**src/rtl/io_port_responder_pkg.sv**
```systemverilog
// Shared definitions for the memory-mapped IO responder.
// Holds the register offsets (CPU addr[3:2]) used by the memory decoder and
// tests, the STATUS/LED bit positions, and the button debouncer state type.
package io_port_responder_pkg;

    localparam logic [1:0] IO_STATUS = 2'd0;
    localparam logic [1:0] IO_OPA    = 2'd1;
    localparam logic [1:0] IO_OPB    = 2'd2;
    localparam logic [1:0] IO_LED    = 2'd3;

    localparam int unsigned STATUS_LEDRDY_BIT = 0;
    localparam int unsigned STATUS_SWRDY_BIT  = 1;
    localparam int unsigned LED_SIGN_BIT      = 12;
    localparam int unsigned LED_WIDTH         = 12;

    typedef enum logic [1:0] {
        STABLE_LO,
        CNT_HI,
        STABLE_HI,
        CNT_LO
    } deb_state_t;

endpackage

```
**src/rtl/io_port_responder_btn_debounce.sv**
```systemverilog
// Button conditioner: SYNC_STAGES-deep synchronizer, debounce FSM, and a
// one-cycle pulse on each accepted press (low-to-high qualified transition).
// Ports:
//   clk    in  system clock
//   reset  in  asynchronous active-low reset
//   btn    in  raw asynchronous button
//   press  out one-cycle pulse when a press has been stable DEBOUNCE_CYCLES
module io_port_responder_btn_debounce
    import io_port_responder_pkg::*;
#(
    parameter int unsigned DEBOUNCE_CYCLES = 1_000_000,
    parameter int unsigned SYNC_STAGES     = 2
) (
    input  logic clk,
    input  logic reset,
    input  logic btn,
    output logic press
);

    localparam int unsigned CW = $clog2(DEBOUNCE_CYCLES);
    localparam logic [CW-1:0] CNT_LAST = CW'(DEBOUNCE_CYCLES - 1);

    logic [SYNC_STAGES-1:0] sync_q;
    logic                   sync_out;
    deb_state_t             state_q, state_d;
    logic [CW-1:0]          cnt_q, cnt_d;

    assign sync_out = sync_q[SYNC_STAGES-1];

    always_ff @(posedge clk or negedge reset) begin
        if (!reset) begin
            sync_q  <= '0;
            state_q <= STABLE_LO;
            cnt_q   <= '0;
        end else begin
            sync_q  <= {sync_q[SYNC_STAGES-2:0], btn};
            state_q <= state_d;
            cnt_q   <= cnt_d;
        end
    end

    // The press pulse is emitted on the qualifying CNT_HI -> STABLE_HI step,
    // so a held button can never produce a second pulse.
    always_comb begin
        state_d = state_q;
        cnt_d   = cnt_q;
        press   = 1'b0;
        case (state_q)
            STABLE_LO: begin
                if (sync_out) begin
                    state_d = CNT_HI;
                    cnt_d   = '0;
                end
            end
            CNT_HI: begin
                if (!sync_out) begin
                    state_d = STABLE_LO;
                    cnt_d   = '0;
                end else if (cnt_q == CNT_LAST) begin
                    state_d = STABLE_HI;
                    cnt_d   = '0;
                    press   = 1'b1;
                end else begin
                    cnt_d = cnt_q + CW'(1);
                end
            end
            STABLE_HI: begin
                if (!sync_out) begin
                    state_d = CNT_LO;
                    cnt_d   = '0;
                end
            end
            CNT_LO: begin
                if (sync_out) begin
                    state_d = STABLE_HI;
                    cnt_d   = '0;
                end else if (cnt_q == CNT_LAST) begin
                    state_d = STABLE_LO;
                    cnt_d   = '0;
                end else begin
                    cnt_d = cnt_q + CW'(1);
                end
            end
            default: begin
                state_d = STABLE_LO;
                cnt_d   = '0;
            end
        endcase
    end

endmodule

```
**src/rtl/io_port_responder.sv**
```systemverilog
// Peripheral-side responder for the memory-mapped IO window.
// Debounces btnL/btnR into handshake flags, snapshots the switches on a
// btnR press, exposes STATUS/OPA/OPB to the CPU and latches LED/sign writes.
// Ports:
//   clk, reset          clock, asynchronous active-low reset
//   pRead, pWrite       CPU read/write strobes for the IO window
//   addr                register select (CPU addr[3:2])
//   writeData/readData  CPU data; readData combinational, 0 when pRead=0
//   btnL, btnR          raw buttons (LED port ready / operands valid)
//   switch              raw switch inputs
//   led, sign           latched result magnitude and sign for display
module io_port_responder
    import io_port_responder_pkg::*;
#(
    parameter int unsigned DEBOUNCE_CYCLES = 1_000_000,
    parameter int unsigned SYNC_STAGES     = 2
) (
    input  logic                 clk,
    input  logic                 reset,
    input  logic                 pRead,
    input  logic                 pWrite,
    input  logic [1:0]           addr,
    input  logic [31:0]          writeData,
    output logic [31:0]          readData,
    input  logic                 btnL,
    input  logic                 btnR,
    input  logic [15:0]          switch,
    output logic [LED_WIDTH-1:0] led,
    output logic                 sign
);

    logic        press_l, press_r;
    logic        led_rdy, sw_rdy;
    logic [15:0] sw_snap;
    logic [15:0] sw_sync [SYNC_STAGES];
    logic        led_wr, opb_rd;
    logic        unused_wd;

    assign unused_wd = ^writeData[31:LED_SIGN_BIT+1];

    io_port_responder_btn_debounce #(
        .DEBOUNCE_CYCLES(DEBOUNCE_CYCLES),
        .SYNC_STAGES    (SYNC_STAGES)
    ) u_deb_l (
        .clk  (clk),
        .reset(reset),
        .btn  (btnL),
        .press(press_l)
    );

    io_port_responder_btn_debounce #(
        .DEBOUNCE_CYCLES(DEBOUNCE_CYCLES),
        .SYNC_STAGES    (SYNC_STAGES)
    ) u_deb_r (
        .clk  (clk),
        .reset(reset),
        .btn  (btnR),
        .press(press_r)
    );

    assign led_wr = pWrite && (addr == IO_LED);
    assign opb_rd = pRead && (addr == IO_OPB);

    // Switches share the button synchronizer depth so the snapshot is
    // taken from the same clock-domain view as the press that triggers it.
    always_ff @(posedge clk or negedge reset) begin
        if (!reset) begin
            for (int unsigned i = 0; i < SYNC_STAGES; i++) sw_sync[i] <= '0;
        end else begin
            sw_sync[0] <= switch;
            for (int unsigned i = 1; i < SYNC_STAGES; i++) sw_sync[i] <= sw_sync[i-1];
        end
    end

    // Set beats clear on both handshake flags.
    always_ff @(posedge clk or negedge reset) begin
        if (!reset) begin
            led     <= '0;
            sign    <= 1'b0;
            led_rdy <= 1'b0;
            sw_rdy  <= 1'b0;
            sw_snap <= '0;
        end else begin
            if (led_wr) begin
                led  <= writeData[LED_WIDTH-1:0];
                sign <= writeData[LED_SIGN_BIT];
            end
            if (press_l)     led_rdy <= 1'b1;
            else if (led_wr) led_rdy <= 1'b0;
            if (press_r) begin
                sw_rdy  <= 1'b1;
                sw_snap <= sw_sync[SYNC_STAGES-1];
            end else if (opb_rd) begin
                sw_rdy <= 1'b0;
            end
        end
    end

    always_comb begin
        readData = '0;
        if (pRead) begin
            case (addr)
                IO_STATUS: begin
                    readData[STATUS_LEDRDY_BIT] = led_rdy;
                    readData[STATUS_SWRDY_BIT]  = sw_rdy;
                end
                IO_OPA:  readData[7:0] = sw_snap[15:8];
                IO_OPB:  readData[7:0] = sw_snap[7:0];
                default: readData = '0;
            endcase
        end
    end

endmodule

```
**config.mk**
```make
export PLATFORM = sky130hd
export DESIGN_NAME = io_port_responder
export DESIGN_NICKNAME = d
export VERILOG_FILES = /design/src/rtl/io_port_responder_pkg.sv /design/src/rtl/io_port_responder_btn_debounce.sv /design/src/rtl/io_port_responder.sv
export SDC_FILE = /design/constraint.sdc
export NUM_CORES = 1
export LEC_CHECK = 0
export CORE_MARGIN = 4
export CORE_UTILIZATION = 56
export DETAILED_ROUTE_END_ITERATION = 16
export GPL_ROUTABILITY_DRIVEN = 1
export PLACE_DENSITY = 0.86
export SYNTH_ARGS = -nofsm -noshare
export SYNTH_HDL_FRONTEND = slang
export SYNTH_HIERARCHICAL = 1
export SYNTH_SLANG_ARGS = --single-unit
export TNS_END_PERCENT = 50
```
**constraint.sdc**
```tcl
create_clock -name clk -period 3.4 [get_ports clk]
set_input_delay 0.68 -clock clk [delete_from_list [all_inputs] [get_ports clk]]
set_output_delay 0.68 -clock clk [all_outputs]
set_load 0.01 [all_outputs]
```
==> flow_summary.toml <==
[worst_setup_path]
crit_path_cell_trace = "clkdlybuf4s50_1 -> inv_1 -> ha_1 -> a222oi_1 -> nor2_1 -> clkdlybuf4s50_1"
crit_fanout = 9
crit_path_start_kind = "input port"
cp.arrival_ns = 2.64
critPathKind = "in -> out"
critPathMostFrequentCell = "clkdlybuf4s50_1"
end_kind = "output port"
ff2ff_setup_slack_ns = 1.06
crit_family = "buffers and inverters"
crit_buf_inv = 3
cpMaxStageDelayCell = "clkdlybuf4s50_1"
cp.required_ns = 2.72
cpPeakStageDelay_ns = 0.55

[sta]
clock-skew-final_ns = 0.0195
fin_setup_tns_ns = 0
finalHoldViolations = 0
max-slew-margin-rel = 0.455
worstMarginPinSlew_ns = 0.815
post-route-period-util = 0.977
fmax_mhz = 301
layout_min_cycle_time_ns = 3.32
rsz0062_at_grt = "no"
slew_violations = 0
finalSetupViolCount = 0

[final_layout]
layout_commonest_cell = "dfrtp_1"
final_nets = 558
mostFrequentLayoutCells = "dfrtp_1 (111), clkdlybuf4s50_1 (56), a21oi_1 (34)"
insertedDiodeCount = 0
final_util = 0.663
syn_to_final_growth_pct = 14.5
layout-drive-gt1-share = 0.138

[routing]
post-route-drc-count = 0
drtIter0Drc = 203
routed-via-count = 3481
antenna_left = 0
routed_via_density = 5.73
drtPass1Iterations = 4
drt_wl_total_um = 10200
wl_per_cell_um = 16.8

[logic_synthesis]
ys_warn_count = 6
yosys-top-cells-area = "dfrtp_1 (54%), mux2_4 (5.3%), buf_4 (3.5%)"
netlist_area_um2 = 5100
ys_ff_latch = 111
ys.flop_type = "dfrtp_1"
synth_cell_types = 46
synth_largest_area_cell = "dfrtp_1"
async_flop_share = 1.00
avgSynthCellArea_um2 = 11.5
synth_top_cell_area_share = 0.545
synth_edf_count = 0
ys_seq_area_frac = 0.545
syn_inst = 443

[placement]
portBuffers = 57
place_congestion = 0.853
dpl.hpwl_um = 7170

[die]
row_count = 34
coreArea_um2 = 8810
dieArea_um2 = 10700
start_util = 0.579
die_y_um = 103
pin_count = 101
dieWidth_um = 103

[pwr]
vdd_drop_max_v = 0.000227
p_leak_nw = 2.58
powerDensity_nw_per_um2 = 517

[global_routing]
grt_overflow = 0
antenna_found_initial = 0
grt_first_pass_wirelength_um = 16200
track_usage = 0.195
grt_max_degree = 67
grt_pass1_vias = 3429

[clock_tree]
cts_setup_buffers = 0
h-tree-depth = 3
clk_pin_slew_worst_paths_ns = 0.11
cts-root-buf = "clkbuf_8"
hold_buffers = 0
cts_max_path_buffers = 2
cts_buffers = 9
cts_sinks = 111
cts_tree = "done"
insertion_delay_ns = 0.38

[job]
drv_cap = 0

[status]
run_status = "finished, final reports clean"

[hold_path]
hold_path_class = "reg -> reg"
## final cells by class
cell class                 instances  area, um^2
tap                              108         135
fill                             628        2970
clock buffer                       9         124
sequential                       111        2780
multi-input combinational        294        2030
clock inverter                     7        91.3
inverter                          14        52.6
timing repair buffer              65         628
## worst register-to-register path: cells and delay by family (launching register included)
kind	cells	cell delay [ns]
adder cells (fa/ha/maj)	1	0.28
AO/OA/AOI/OAI	3	0.98
AND/OR/NAND/NOR	2	0.25
flip-flops	1	0.42
buffers and inverters	1	0.33
## kinds of logic (layout without fill, tap and decap cells)
group | count (synthesis) | after routing | share of synthesized area
AO/OA/AOI/OAI | 72 | 72 | 0.0864
XOR/XNOR | 8 | 8 | 0.0137
other | 1 | 24 | 0.000735
flip-flops | 111 | 111 | 0.545
AND/OR/NAND/NOR | 144 | 144 | 0.161
multiplexers | 39 | 39 | 0.0974
adder cells (fa/ha/maj) | 7 | 7 | 0.0172
buffers and inverters | 61 | 95 | 0.0783
## flip-flops by register name (all words and copies together), names as in the netlist, 2 cells and up, named ones only
signal and cells:
u_deb_l/sync_q 2, u_deb_l/cnt_q 20, u_deb_r/cnt_q 20, u_deb_r/sync_q 2, sw_snap 16, sw_sync 32
led 12
## cell usage after synthesis (3+ instances only)
cell and number:
and4_1 4, nor3b_1 4, dfrtp_1 111, mux2i_1 8, o21ai_0 14, buf_6 7
a22oi_1 6, and2_1 4, nor2_1 20, buf_4 24, clkbuf_1 8, nand2_2 3
mux2_2 13, mux2_4 18, nor4_1 4, nand4_1 20, a22o_1 8, nand2_1 26
or3_1 8, a21oi_1 34, nand2b_1 5, nor3_1 6, nand3_1 22, inv_1 14
ha_1 7, xor2_1 6
## final timing paths
kind	startpoint	end	cells after the start
worst max-delay path	addr[0]	readData[0]	6
worst min-delay path	sw_sync[16]	sw_sync[0]	0
worst max register to register	u_deb_l/cnt_q[0]	u_deb_l/cnt_q[3]	7
worst min register to register	sw_sync[16]	sw_sync[0]	0
max in group asynchronous	reset	u_deb_r/cnt_q[8]	2
min in group asynchronous	reset	sw_sync[10]	1
## power by group
part	switching [W]	internal (W)	total (W)
Clock	0.000503	0.000303	0.000806
Sequential	0.0000727	0.00142	0.00149
Combinational	0.000424	0.000296	0.000720
Total	0.00100	0.00202	0.00302
## metal layers
layer | wire length, um | global-route usage | vias to the layer above
met1 | 4330 | 0.238 | 1708
met5 | 0 | 0 | -
li1 | - | - | 1627
met2 | 5150 | 0.340 | 125
met3 | 541 | 0.0275 | 21
met4 | 212 | 0.0916 | 0
## repair_timing
| item | 4_1_cts | 5_1_grt |
|---|---|---|
| endpoints found under the setup margin | 0 | 1 |
| hold endpoints to repair | 0 | 0 |
| gates resized for setup | 0 | 1 |
## per-stage QoR
step           cell area [um^2]  hold slack, ns  setup WS (ns)  power [W]  instances
2_1_floorplan              5180           0.331           1.27    0.00204        466
3_3_place_gp               5620           0.333          0.220    0.00217        592
3_5_place_dp               5620           0.335         0.0949    0.00222        592
4_1_cts                    5830           0.354         0.0839    0.00303        608
5_1_grt                    5840           0.360         0.0123    0.00316        608
6_report                   5840           0.352         0.0767    0.00302        608
No activity file was read; power rests on OpenSTA's default activity.
